===== config.mk =====
export PLATFORM = sky130hd
export DESIGN_NAME = arith_shift_seq
export DESIGN_NICKNAME = d
export VERILOG_FILES = /design/src/rtl/arith_shift_seq.sv
export SDC_FILE = /design/constraint.sdc
export NUM_CORES = 1
export LEC_CHECK = 0
export BUFFER_PORTS_ARGS = -buffer_cell sky130_fd_sc_hd__buf_4
export CORE_AREA = 2 2 39 41
export CTS_BUF_LIST = sky130_fd_sc_hd__clkbuf_4 sky130_fd_sc_hd__clkbuf_8 sky130_fd_sc_hd__clkbuf_16
export DETAILED_ROUTE_END_ITERATION = 8
export DIE_AREA = 0 0 41 43
export PLACE_DENSITY = 0.86
export SYNTH_ARGS = -nofsm -noshare
export SYNTH_HDL_FRONTEND = slang
export SYNTH_SLANG_ARGS = --single-unit

===== constraint.sdc =====
create_clock -name clk -period 1.55 [get_ports clk]
set_input_delay 0.2325 -clock clk [delete_from_list [all_inputs] [get_ports clk]]
set_output_delay 0.2325 -clock clk [all_outputs]
set_load 0.01 [all_outputs]

===== src/rtl/arith_shift_seq.sv =====
// Sequential signed right-shifter: accepts a word and a shift amount,
// performs one arithmetic right shift per clock, then presents the result
// together with a sticky bit (OR of everything shifted out of the LSB).
module arith_shift_seq #(
  parameter int WIDTH = 4,
  parameter int CNT_W = 3
) (
  input  logic             clk,
  input  logic             rst,
  input  logic             in_valid,
  output logic             in_ready,
  input  logic [WIDTH-1:0] in_data,
  input  logic [CNT_W-1:0] in_shamt,
  output logic             out_valid,
  input  logic             out_ready,
  output logic [WIDTH-1:0] out_data,
  output logic             out_sticky,
  output logic             busy
);

  typedef enum logic [1:0] {
    IDLE  = 2'd0,
    SHIFT = 2'd1,
    DONE  = 2'd2
  } state_t;

  state_t             state_q, state_d;
  logic [WIDTH-1:0]   data_q;
  logic [CNT_W-1:0]   cnt_q;
  logic               sticky_q;

  // Next-state logic: the load decides between SHIFT and DONE from the
  // incoming amount, SHIFT leaves on its last shift, DONE waits for the consumer.
  always_comb begin
    // NOTE: default assigned first so no path leaves state_d unassigned (no latch).
    state_d = state_q;
    case (state_q)
      IDLE: begin
        if (in_valid) begin
          state_d = (in_shamt == '0) ? DONE : SHIFT;
        end
      end
      SHIFT: begin
        if (cnt_q == CNT_W'(1)) begin
          state_d = DONE;
        end
      end
      DONE: begin
        if (out_ready) begin
          state_d = IDLE;
        end
      end
      default: state_d = IDLE;
    endcase
  end

  // State and datapath registers; reset wins over any handshake in the same cycle.
  always_ff @(posedge clk) begin
    // NOTE: non-blocking assignments so every register samples pre-edge values.
    if (rst) begin
      state_q  <= IDLE;
      data_q   <= '0;
      cnt_q    <= '0;
      sticky_q <= 1'b0;
    end else begin
      state_q <= state_d;
      case (state_q)
        IDLE: begin
          if (in_valid) begin
            data_q   <= in_data;
            cnt_q    <= in_shamt;
            sticky_q <= 1'b0;
          end
        end
        SHIFT: begin
          // Count is at least 1 here, so the decrement never wraps.
          data_q   <= {data_q[WIDTH-1], data_q[WIDTH-1:1]};
          sticky_q <= sticky_q | data_q[0];
          cnt_q    <= cnt_q - CNT_W'(1);
        end
        default: ;
      endcase
    end
  end

  // Handshake and result outputs decode directly from registered state.
  always_comb begin
    in_ready   = (state_q == IDLE);
    out_valid  = (state_q == DONE);
    busy       = (state_q != IDLE);
    out_data   = data_q;
    out_sticky = sticky_q;
  end

endmodule


==> qor.tcl <==
set qor(setup.worst_path.start_class) {flop}
set qor(cts_htree_levels) 1
set qor(skew_ps) 1.919
set qor(timing.reg2reg.setup_slack_ps) 370
set qor(clk_path_buf_depth) 2
set qor(rsz0062_at_grt) {no}
set qor(cts-hold-fix-buffers) 0
set qor(clkTransAtPathRegs_ps) 60
set qor(gr_util_all_layers_pct) 16.18
set qor(insertion_delay_ps) 260
set qor(diodes) 0
set qor(fp.dieH_um) 43
set qor(ys_seq_elements) 10
set qor(syn_inst) 61
set qor(holdWs_ps) 224.8
set qor(synth.yosys.seq_area_share_pct) 32.19
set qor(worstRegToRegCells) 3
set qor(core_region_area_um2) 1384
set qor(slew-limit-headroom_pct) 74.82
set qor(setup-violations-final) 0
set qor(num_vias) 517
set qor(drt_wl_total_mm) 1.206
set qor(synth_area_um2) 621.8
set qor(tightestPinTransition_ps) 377.2
set qor(max_cap_violations) 0
set qor(worstReg2RegStart) {state_q[1]$_SDFFE_PP0P_}
set qor(cp_data_arrival_time_ps) 1190
set qor(worst-path-max-fanout) 10
set qor(critical_path.cell_chain) {nor2b_2, buf_4}
set qor(gp_congestion) 0.7367
set qor(finalWorstPathRequiredPeriod_ps) 1424
set qor(drt.antenna.violating_nets) 0
set qor(post_synth_num_cell_types) 28
set qor(drt_drc_violations_left) 0
set qor(grt_overflow_total) 0
set qor(worst_setup_path_startpoint) {state_q[1]$_SDFFE_PP0P_}
set qor(layout.nets) 95
set qor(cp_capture_point) {out_valid}
set qor(critical_path.max_stage_delay_ps) 550
set qor(clock_tree_from_tritoncts) {done}
set qor(floorplan.io_pins) 19
set qor(grt_pass1_wl_mm) 1.973
set qor(port-buffer-count) 18
set qor(die_width_um) 41
set qor(cts_inserted_buffers) 3
set qor(highest_delay_cell_along_the_critical_path) {sky130_fd_sc_hd__dfxtp_1}
set qor(maxClockFrequency_mhz) 702.5
set qor(ctsRootBufferMaster) {sky130_fd_sc_hd__clkbuf_4}
set qor(vias_in_the_first_global_route) 469
set qor(cts_resized) 0
set qor(power.density_cell_area_nw_per_um2) 910.6
set qor(wire_per_inst_um) 12.56
set qor(fin_tns_setup_ps) 0
set qor(final_max_slew_viol_count) 0
set qor(area_growth_pct) 24.35
set qor(worst_r2r_endpoint) {cnt_q[2]$_SDFFE_PP0P_}
set qor(synth.net_count) 74
set qor(starting_utilization_of_the_core_area_pct) 44.94
set qor(path_class) {flop to primary output}
set qor(postSynthAreaPerCell_um2) 10.19
set qor(post_cts.repair.setup_buffers) 0
set qor(grt_start_max_net_pins) 11
set qor(critical_path_required_ps) 1320
set qor(status) {finished, final reports clean}
set qor(cts.sinks) 10
set qor(cp_endpoint_kind) {primary output}
set qor(detail_route.first_pass.iterations) 4
set qor(dpl.hpwl_um) 934.9
set qor(fin_crit_sh_pct) 91.84
set qor(synth-warning-count) 0
set qor(ir_worst_vdd_mv) 0.5660
set qor(antenna_found_initial) 0
set qor(die_area_um2) 1763
set qor(initial_drt_markers) 6
set qor(hold_fails_final_rpt) 0
set qor(post_route_cells_drive_above_1_share_pct) 46.25
set qor(hold_path.class) {input port to flop}
set qor(via_per_inst) 5.385
set qor(power.static_leakage_nw) 0.3487
set qor(num_rows) 14
==> worst max-delay path, delay by kind of cell, from the launching register on <==
kind,cells,cell delay (ps)
buffers and inverters,1,140
flip-flops,1,550
AND/OR/NAND/NOR,1,250
==> area by class of cell <==
cell class / instances / area (um^2)
clock buffers: 3 / 22.52
fillers: 131 / 610.6
inverters: 7 / 26.28
multi-input cells: 40 / 354.1
flip-flops and latches: 10 / 200.2
well taps: 16 / 20.02
repair buffers: 20 / 150.1
==> Yosys cell counts <==
| master | number | area share, % |
|---|---|---|
| sky130_fd_sc_hd__a211oi_1 | 1 | 1.2 |
| sky130_fd_sc_hd__and3_1 | 1 | 1.0 |
| sky130_fd_sc_hd__a32oi_1 | 1 | 1.4 |
| sky130_fd_sc_hd__a311oi_1 | 1 | 1.4 |
| sky130_fd_sc_hd__nor3_1 | 1 | 0.80 |
| sky130_fd_sc_hd__a211oi_2 | 4 | 8.0 |
| sky130_fd_sc_hd__nor2b_1 | 2 | 2.0 |
| sky130_fd_sc_hd__o21ba_4 | 1 | 2.6 |
| sky130_fd_sc_hd__ha_1 | 2 | 4.0 |
| sky130_fd_sc_hd__dfxtp_1 | 10 | 32 |
| sky130_fd_sc_hd__nor2b_2 | 1 | 1.4 |
| sky130_fd_sc_hd__and2b_1 | 1 | 1.2 |
| sky130_fd_sc_hd__o21ai_0 | 2 | 1.6 |
| sky130_fd_sc_hd__mux2i_1 | 6 | 9.7 |
| sky130_fd_sc_hd__buf_6 | 2 | 3.6 |
| sky130_fd_sc_hd__nor4_1 | 1 | 1.0 |
| sky130_fd_sc_hd__buf_8 | 1 | 2.4 |
| sky130_fd_sc_hd__nand2b_4 | 1 | 2.2 |
| sky130_fd_sc_hd__o21a_1 | 1 | 1.2 |
| sky130_fd_sc_hd__clkbuf_1 | 1 | 0.60 |
| sky130_fd_sc_hd__a21oi_1 | 1 | 0.80 |
| sky130_fd_sc_hd__and4bb_1 | 1 | 2.0 |
| sky130_fd_sc_hd__nor3b_4 | 1 | 3.0 |
| sky130_fd_sc_hd__nor2_2 | 4 | 4.0 |
| sky130_fd_sc_hd__inv_1 | 7 | 4.2 |
| sky130_fd_sc_hd__nor2_1 | 4 | 2.4 |
| sky130_fd_sc_hd__a221oi_2 | 1 | 2.4 |
| sky130_fd_sc_hd__a21oi_2 | 1 | 1.4 |
==> stage by stage <==
step	utilization (%)	setup slack (ps)	instance area [um^2]	power (mW)	instances
2_1_floorplan	-	453.1	621.8	0.4702	61
3_3_place_gp	54.25	420.6	750.7	0.5298	93
3_5_place_dp	54.25	379.8	750.7	0.5388	93
4_1_cts	55.88	123.9	773.2	0.7108	96
5_1_grt	55.88	64.55	773.2	0.7452	96
6_report	55.88	126.5	773.2	0.7041	96
==> state kept, by name (all words and copies together), names as in the netlist <==
register	count
cnt_q	3
out_data	4
state_q	2
out_sticky	1
==> per-layer routing <==
| layer | share of wire (%) | global-route usage [%] | vias to the layer above |
|---|---|---|---|
| li1 | - | - | 251 |
| met1 | 43 | 20.32 | 249 |
| met2 | 50 | 25.00 | 15 |
| met3 | 6.0 | 3.141 | 2 |
| met4 | 1.4 | 8.000 | 0 |
| met5 | 0 | 0 | - |
==> where the power goes <==
group,internal (mW),switching (mW),total (mW)
combinational,0.117,0.104,0.221
clock,0.0894,0.0830,0.172
sequential,0.284,0.0261,0.311
==> worst min path at each step <==
stage / start / to / slack (ps) / cells past startpoint
2_1_floorplan: in_data[3] / out_data[3]$_SDFFE_PP0P_ / 380 / 2
3_3_place_gp: in_data[3] / out_data[3]$_SDFFE_PP0P_ / 470 / 3
3_5_place_dp: out_sticky$_SDFFE_PP0P_ / out_sticky$_SDFFE_PP0P_ / 490 / 2
4_1_cts: in_data[3] / out_data[3]$_SDFFE_PP0P_ / 230 / 3
5_1_grt: in_data[3] / out_data[3]$_SDFFE_PP0P_ / 250 / 3
6_report: in_data[3] / out_data[3]$_SDFFE_PP0P_ / 220 / 3
==> kinds of logic after synthesis <==
group	count (synthesis)	share of synthesized area (%)
compound gates	14	22.13
fa+ha+maj	2	4.024
buf+inv	11	10.86
flops	10	32.19
mux	6	9.658
simple gates	18	21.13
==> layout by cell type (no fill, tap or decap) <==
master	synthesis	routed
sky130_fd_sc_hd__a311oi_1	1	1
sky130_fd_sc_hd__mux2i_1	6	6
sky130_fd_sc_hd__o21ai_0	2	2
sky130_fd_sc_hd__a211oi_1	1	1
sky130_fd_sc_hd__nor3b_4	1	1
sky130_fd_sc_hd__o21a_1	1	1
sky130_fd_sc_hd__a32oi_1	1	1
sky130_fd_sc_hd__and4bb_1	1	1
sky130_fd_sc_hd__clkbuf_4	0	3
sky130_fd_sc_hd__nor2b_1	2	2
sky130_fd_sc_hd__nor2b_2	1	1
sky130_fd_sc_hd__nor3_1	1	1
sky130_fd_sc_hd__a211oi_2	4	4
sky130_fd_sc_hd__o21ba_4	1	1
sky130_fd_sc_hd__nand2b_4	1	1
sky130_fd_sc_hd__nor2_1	4	4
sky130_fd_sc_hd__buf_4	0	20
sky130_fd_sc_hd__a21oi_2	1	1
sky130_fd_sc_hd__a221oi_2	1	1
sky130_fd_sc_hd__and2b_1	1	1
sky130_fd_sc_hd__a21oi_1	1	1
sky130_fd_sc_hd__dfxtp_1	10	10
sky130_fd_sc_hd__and3_1	1	1
sky130_fd_sc_hd__inv_1	7	7
sky130_fd_sc_hd__ha_1	2	2
sky130_fd_sc_hd__nor2_2	4	4
sky130_fd_sc_hd__nor4_1	1	1
Power figures use the tool's default switching activity.
